`src/rtl/rx_byte_queue.sv`:
```
`default_nettype none
// ============================================================================
// Module      : rx_byte_queue
// Description : Filtered, buffered byte stream between uart_rx and the
//               terminal FSM. Strips ANSI escape / CSI sequences, collapses
//               CR+LF into CR, and queues the surviving bytes in a FIFO with
//               a show-ahead valid/ready output.
// Ports       : clk          - pixel clock (pclk), rising edge
//               rst_n        - asynchronous active-low reset
//               in_data      - byte from uart_rx
//               in_valid     - one-cycle strobe qualifying in_data
//               flush        - synchronous clear of FIFO and filter state
//               out_data     - head-of-queue byte (0 when empty)
//               out_valid    - queue non-empty
//               out_ready    - consumer pops head when out_valid
//               level        - entry count, 0..DEPTH
//               overflow     - sticky: a filtered byte was dropped (full)
//               clr_overflow - synchronous clear of overflow
// Revision    : 1.0 - initial release
// ============================================================================
module rx_byte_queue #(
    parameter int DEPTH   = 16,
    parameter int MAX_CSI = 16
) (
    input  logic                     clk,
    input  logic                     rst_n,
    input  logic [7:0]               in_data,
    input  logic                     in_valid,
    input  logic                     flush,
    output logic [7:0]               out_data,
    output logic                     out_valid,
    input  logic                     out_ready,
    output logic [$clog2(DEPTH):0]   level,
    output logic                     overflow,
    input  logic                     clr_overflow
);

    localparam int c_ADDR_W = $clog2(DEPTH);
    localparam int c_LVL_W  = c_ADDR_W + 1;
    localparam int c_CNT_W  = $clog2(MAX_CSI) + 1;

    localparam logic [7:0] c_ESC = 8'h1B;
    localparam logic [7:0] c_LSB = 8'h5B;
    localparam logic [7:0] c_CR  = 8'h0D;
    localparam logic [7:0] c_LF  = 8'h0A;

    typedef enum logic [1:0] {
        F_NORM = 2'd0,
        F_ESC  = 2'd1,
        F_CSI  = 2'd2
    } filt_state_t;

    // ------------------------------------------------------------------
    // Filter
    // ------------------------------------------------------------------
    filt_state_t          r_state;
    filt_state_t          w_state_nxt;
    logic                 r_cr_seen;
    logic                 w_cr_nxt;
    logic [c_CNT_W-1:0]   r_csi_cnt;
    logic [c_CNT_W-1:0]   w_csi_nxt;
    logic [c_CNT_W-1:0]   w_csi_inc;
    logic                 w_emit;

    assign w_csi_inc = r_csi_cnt + 1'b1;

    always_comb begin
        w_state_nxt = r_state;
        w_cr_nxt    = r_cr_seen;
        w_csi_nxt   = r_csi_cnt;
        w_emit      = 1'b0;
        if (in_valid) begin
            case (r_state)
                F_NORM: begin
                    // Tracks only the previous byte seen in F_NORM; an ESC
                    // therefore clears it on the way out.
                    w_cr_nxt = (in_data == c_CR);
                    if (in_data == c_ESC) begin
                        w_state_nxt = F_ESC;
                    end else if (!(in_data == c_LF && r_cr_seen)) begin
                        w_emit = 1'b1;
                    end
                end
                F_ESC: begin
                    if (in_data == c_LSB) begin
                        w_state_nxt = F_CSI;
                        w_csi_nxt   = '0;
                    end else begin
                        w_state_nxt = F_NORM;
                    end
                end
                F_CSI: begin
                    if (in_data >= 8'h40 && in_data <= 8'h7E) begin
                        w_state_nxt = F_NORM;
                    end else begin
                        w_csi_nxt = w_csi_inc;
                        // Runaway sequence: give up after MAX_CSI parameter bytes
                        if (w_csi_inc == c_CNT_W'(MAX_CSI)) begin
                            w_state_nxt = F_NORM;
                        end
                    end
                end
                default: begin
                    w_state_nxt = F_NORM;
                end
            endcase
        end
    end

    always_ff @(posedge clk or negedge rst_n) begin
        if (!rst_n) begin
            r_state   <= F_NORM;
            r_cr_seen <= 1'b0;
            r_csi_cnt <= '0;
        end else if (flush) begin
            r_state   <= F_NORM;
            r_cr_seen <= 1'b0;
            r_csi_cnt <= '0;
        end else begin
            r_state   <= w_state_nxt;
            r_cr_seen <= w_cr_nxt;
            r_csi_cnt <= w_csi_nxt;
        end
    end

    // ------------------------------------------------------------------
    // FIFO
    // ------------------------------------------------------------------
    logic [7:0]           r_mem [DEPTH];
    logic [c_ADDR_W-1:0]  r_wr_ptr;
    logic [c_ADDR_W-1:0]  r_rd_ptr;
    logic [c_LVL_W-1:0]   r_level;
    logic                 r_overflow;
    logic                 w_full;
    logic                 w_pop;
    logic                 w_wr;
    logic                 w_drop;

    assign w_full = (r_level == c_LVL_W'(DEPTH));
    // Push and pop are both suppressed during flush so the flush cycle
    // leaves the queue empty regardless of other traffic.
    assign w_pop  = out_valid && out_ready && !flush;
    assign w_wr   = w_emit && (!w_full || w_pop) && !flush;
    assign w_drop = w_emit && w_full && !w_pop && !flush;

    always_ff @(posedge clk) begin
        if (w_wr) begin
            r_mem[r_wr_ptr] <= in_data;
        end
    end

    always_ff @(posedge clk or negedge rst_n) begin
        if (!rst_n) begin
            r_wr_ptr <= '0;
            r_rd_ptr <= '0;
            r_level  <= '0;
        end else if (flush) begin
            r_wr_ptr <= '0;
            r_rd_ptr <= '0;
            r_level  <= '0;
        end else begin
            if (w_wr) begin
                r_wr_ptr <= r_wr_ptr + 1'b1;
            end
            if (w_pop) begin
                r_rd_ptr <= r_rd_ptr + 1'b1;
            end
            r_level <= r_level + c_LVL_W'(w_wr) - c_LVL_W'(w_pop);
        end
    end

    // Set has priority over clear so a drop is never lost.
    always_ff @(posedge clk or negedge rst_n) begin
        if (!rst_n) begin
            r_overflow <= 1'b0;
        end else if (w_drop) begin
            r_overflow <= 1'b1;
        end else if (clr_overflow) begin
            r_overflow <= 1'b0;
        end
    end

    assign out_valid = (r_level != '0);
    // Gated so the output reads zero after reset/flush even though the
    // storage array itself is not reset.
    assign out_data  = out_valid ? r_mem[r_rd_ptr] : 8'h00;
    assign level     = r_level;
    assign overflow  = r_overflow;

endmodule
`default_nettype wire

```
`config.mk`:
```
export PLATFORM = sky130hd
export DESIGN_NAME = rx_byte_queue
export DESIGN_NICKNAME = d
export VERILOG_FILES = /design/src/rtl/rx_byte_queue.sv
export SDC_FILE = /design/constraint.sdc
export NUM_CORES = 1
export LEC_CHECK = 0
export CORE_MARGIN = 4
export CORE_UTILIZATION = 25
export CTS_BUF_LIST = sky130_fd_sc_hd__clkbuf_16
export CTS_CLUSTER_DIAMETER = 200
export DETAILED_ROUTE_END_ITERATION = 6
export SLEW_MARGIN = 20
export SYNTH_ARGS = -nofsm -noshare
export SYNTH_HDL_FRONTEND = slang
export SYNTH_SLANG_ARGS = --single-unit
```
`constraint.sdc`:
```
create_clock -name clk -period 2.6 [get_ports clk]
set_input_delay 0.26 -clock clk [delete_from_list [all_inputs] [get_ports clk]]
set_output_delay 0.26 -clock clk [all_outputs]
set_load 0.02 [all_outputs]
```
After elaboration in Yosys (flattened, before gate mapping)
Memory sizes are Yosys's and may differ from the RTL's.
Index checks and enable logic that the tools add are counted.
Storage, ports and cells
  flip-flop bits (word level): 22
  memory bits (writable): 128
  bits of input ports: 14
  output and inout bits: 15
  logic and storage cells: 80
  memories kept: 1
Memories
  r_mem: depth 16, width 8, rd ports 1, clocked after Yosys merged registers in 0, wr ports 1, RTL line 129  | logic [7:0] r_mem [DEPTH];
Operators by class
  add/sub/neg operators: 5
  $lt $le $gt $ge: 2
  equal/unequal tests: 12
  muxes and demuxes: 29
  reductions and logical operators: 24
Operators with widths (count)
  $mux 5: 5
  $eq 8x4->1 const B: 2
  $mux 4: 4
  $mux 2: 6
  $mux 1: 11
  $eq 5x5->1 const B: 2
  $pmux 5 s2: 1
  $reduce_bool 2->1: 5
  $logic_and 1x1->1: 9
  $ne 3x3->1 const B: 3
  $add 4x1->4 const B: 2
  $eq 8x5->1 const B: 1
  $eq 8x7->1 const B: 1
  $ge 8x7->1 const B: 1
  $le 8x7->1 const B: 1
  $mux 8: 1
  $pmux 2 s3: 1
  $add 5x1->5: 1
  $add 5x1->5 const B: 1
  $reduce_bool 5->1: 1
  $sub 5x1->5: 1
  $ne 4x4->1 const B: 1
  $reduce_and 4->1: 1
  $logic_not 1->1: 3
  7 further kinds: 7

Logic depth before layout (Yosys ltp)
  word-level depth: 11
  gate-level depth with buffers: 16
  gate-level depth less buffers: 15

Worst setup path before layout
OpenSTA, ideal clock, no wires.
  path kind: register to register
  start: reg r_level[3] (netlist: level[3])
  end: reg r_level[4] (netlist: level[4])
  setup time: 78 ps
  arrival time: 2953 ps
  required time: 2522 ps
  slack: -431 ps
  cell stages (with the launch flop): 17
  buffers on the path: 1
  clock period less this slack: 3031 ps
  cell sequence: dfrtp_1 -> inv_1 -> ha_1 -> or4b_1 -> clkbuf_1 -> nand2_1 -> nor2_1 -> ha_1 -> inv_1 -> ha_1 -> inv_1 -> fa_1 -> inv_1 -> a21oi_1 -> nor2_1 -> or3_1 -> a21oi_1
Between the ends
  cells in the longest elaborated chain, start to end: 9
  elaborated cells on any way between the ends: 11
  those cells by class: 2 x add/sub; 1 x eq/ne; 1 x mux; 7 x reduce/logical
RTL lines
  start: declaration: RTL line 132  | logic [c_LVL_W-1:0] r_level;
  start signal: assignment: RTL line 168  | r_level <= r_level + c_LVL_W'(w_wr) - c_LVL_W'(w_pop);
  $reduce_bool 5->1 (*): RTL line 183  | assign out_valid = (r_level != '0);
  net out_valid: RTL line 31  | output logic out_valid,
  $logic_and 1x1->1 (*) (2 in series): RTL line 142  | assign w_pop = out_valid && out_ready && !flush;
  $logic_or 1x1->1: RTL line 143  | assign w_wr = w_emit && (!w_full || w_pop) && !flush;
  $logic_and 1x1->1 (2 in series): RTL line 143
  $add 5x1->5: RTL line 168
  $sub 5x1->5 (*): RTL line 168
  $mux 5 (*): RTL line 157  | end else if (flush) begin
Mark *: on every way through the listed nets, which the timed path passes. The rest lies on a longest branch.
A chain may end at the register's enable or synchronous reset.

Worst setup path after layout
  start: reg r_level[2] (netlist: level[2])
  end: reg r_level[4] (netlist: level[4])
Between the ends
  cells in the longest elaborated chain, start to end: 9
  elaborated cells on any way between the ends: 11
  those cells by class: 2 x add/sub; 1 x eq/ne; 1 x mux; 7 x reduce/logical
RTL lines (RTL line)
  $reduce_bool 5->1: 183
  $logic_and 1x1->1 (2 in series): 142
  $logic_or 1x1->1: 143
  $logic_and 1x1->1 (2 in series): 143
  $add 5x1->5: 168
  $sub 5x1->5 (*): 168
  $mux 5 (*): 157
Every way passes the cells marked *; elsewhere a longest branch is shown, timed or not.

==> flow_summary.ini <==
[outcome]
status = complete, but fails checks
violations = negative setup slack

[finish]
drive_gt1_share_pct = 34.9
num_antenna_cells = 0
layout_commonest_cell = edfxtp_1
area_growth_pct = 29.0
stdcell_count = 812
utilization_pct = 32.7
final_cell_mix = 128 x edfxtp_1, 56 x buf_4, 32 x mux4_2
n_fill_cell = 2403
nets = 497

[place]
placedCellCount = 770
io_buffers = 28
post-dp-hpwl_um = 9570
gp_congestion = 0.789

[logic_synthesis]
syn_inst = 379
synthFlopType = edfxtp_1
syn_area_per_cell_um2 = 16.9
yosysWarnings = 0
synth_nets = 406
synth.cell_area_um2 = 6390
synth_seq_area_share_pct = 68.8
synth-seq-cells = 150
ys_types = 44
synth_edf_count = 128
async_flop_share_pct = 14.7

[sta]
slew_headroom_pct = 62.8
hold_viol_final = 0
finalSetupViolCount = 3
period_share_pct = 109
skew_ps = 10.2
worst_slew_pin_slew_ps = 558
timing.fmax_mhz = 353
fin_ws_ps = -233
fin_crit_ps = 2830
tns_ps = -407
rsz0062_at_grt = yes
drv_slew = 0
hold-worst-slack_ps = 198

[detailed_routing]
met2WireLength_um = 7050
vias_per_cell = 4.48
vias = 3634
drt_first_pass_iters = 4
top_layer = met4
wl_um = 14300
drc = 0
routedWlPerCell_um = 17.6
dr_wl_met3_um = 694
wl_met1_um = 6480
ant_nets = 0
drt_iter0_drc = 344

[clock_network]
htree_levels = 4
cts.path.max_buffers = 2
clkLatencyLatePin_ps = 420
hold_buffers = 0
cts-root-buf = clkbuf_16
cts-buffers-inserted = 17
cts_tree = built
path_clk_slew_ps = 60
cts_sinks = 150

[worst_setup_path]
worstReg2RegStart = level[2]
r2r_setup_slack_ps = -230
required_ps = 2950
path_max_fanout = 2
crit_type = reg2reg
r2r_end = level[4]
end_kind = flop
rr_worst_depth = 15
start_kind = flop
arrival_ps = 3180

[global_routing]
grt_pass1_wl_um = 22200
grt_pass1_vias = 3759
gr-total-overflow = 0
grt_max_degree = 29
antenna_found_initial = 0
grtUsageTotal_pct = 10.4

[floorplan]
core_um2 = 25200
rows = 58
fp.dieH_um = 168
pin_count = 29
initial_utilization_pct = 25.4
dieArea_um2 = 28200
die_x_um = 168

[power]
vdd_drop_max_uv = 483
power_w = 0.00713
power_density_nw_per_um2 = 865
p_leak_nw = 2.73

[worst_hold_path]
min_path_type = in2async

[job]
cap_violations = 0
[repair_timing]
item / CTS / global route
resized for setup: 39 / 32
setup endpoints to repair: 46 / 83
pin swaps: 3 / 7
buffers inserted: 4 / 7
[per-layer routing]
layer	vias up	global-route usage (%)
met3	8	3.12
met2	78	16.3
met5	-	0
li1	1666	-
met4	0	2.89
met1	1882	14.1
[sequential cells by signal, summed over array words and instances, names as in the netlist]
register   cells
overflow       1
r_mem        128
r_rd_ptr       4
r_wr_ptr       4
r_csi_cnt      5
r_state        2
r_cr_seen      1
level          5
[worst max-delay path, cell delays in order (launching register included)]
cell and delay, ps:
dfrtp_2 410, inv_2 90, ha_4 130, or4bb_4 450
a21o_1 210, nand4_1 170, ha_4 150, inv_2 40
ha_4 150, inv_2 50, fa_2 190, inv_1 50
a21oi_2 120, nor2_1 50, or3_1 350, a21oi_2 140
[how the worst max path moves through the flow]
stage	cells after the start	endpoint	from	slack, ps
after global routing	15	level[4]	level[2]	-380
after floorplan	16	level[4]	level[2]	-240
after detailed placement	14	level[4]	in_data[0]	-500
after global placement	14	level[4]	in_data[0]	-450
final	15	level[4]	level[2]	-230
after CTS	15	level[4]	level[2]	-150
[logic make-up after synthesis]
| logic type | count (synthesis) | share of synthesized area, % |
|---|---|---|
| AO/OA/AOI/OAI | 37 | 3.51 |
| XOR/XNOR | 6 | 0.823 |
| adder cells (fa/ha/maj) | 13 | 2.66 |
| buffers and inverters | 31 | 2.12 |
| flip-flops | 150 | 68.8 |
| multiplexers | 52 | 14.5 |
| AND/OR/NAND/NOR | 90 | 7.64 |
[power breakdown]
group	total, W	switching, W	internal, W
clock network	0.00229	0.000970	0.00132
logic	0.00208	0.00101	0.00107
registers	0.00276	0.0000688	0.00269
[final cells by class]
class	count	area, µm²	share of cell area (%)
Sequential cell	150	4400	53.4
Multi-Input combinational cell	198	2030	24.6
Timing Repair Buffer	89	797	9.67
Clock buffer	17	425	5.16
Tap cell	330	413	5.01
Clock inverter	14	125	1.52
Inverter	14	52.6	0.638
[stage by stage]
| stage | setup WS (ps) | cell area (µm²) |
|---|---|---|
| after detailed placement | -496 | 7470 |
| final | -233 | 8240 |
| after global placement | -451 | 7470 |
| after CTS | -152 | 8070 |
| after global routing | -384 | 8240 |
| after floorplan | -239 | 6410 |
[cell usage after synthesis, types with 3 or more instances]
cell type	instances	area [µm²]
edfxtp_1	128	3840
mux4_2	32	721
nor2_1	28	105
dfrtp_1	22	551
mux2i_1	18	180
nand2_1	17	63.8
inv_1	14	52.6
ha_1	12	150
o21ai_0	11	55.1
o22ai_1	10	62.6
a21oi_1	8	40.0
nand3_1	8	40.0
buf_2	6	30.0
clkbuf_1	6	22.5
nand2b_1	6	37.5
or3_1	5	31.3
nor3_1	4	20.0
xor2_1	4	35.0
buf_4	3	22.5
nand4_1	3	18.8
nand4b_1	3	26.3
(Power assumes the default switching activity.)
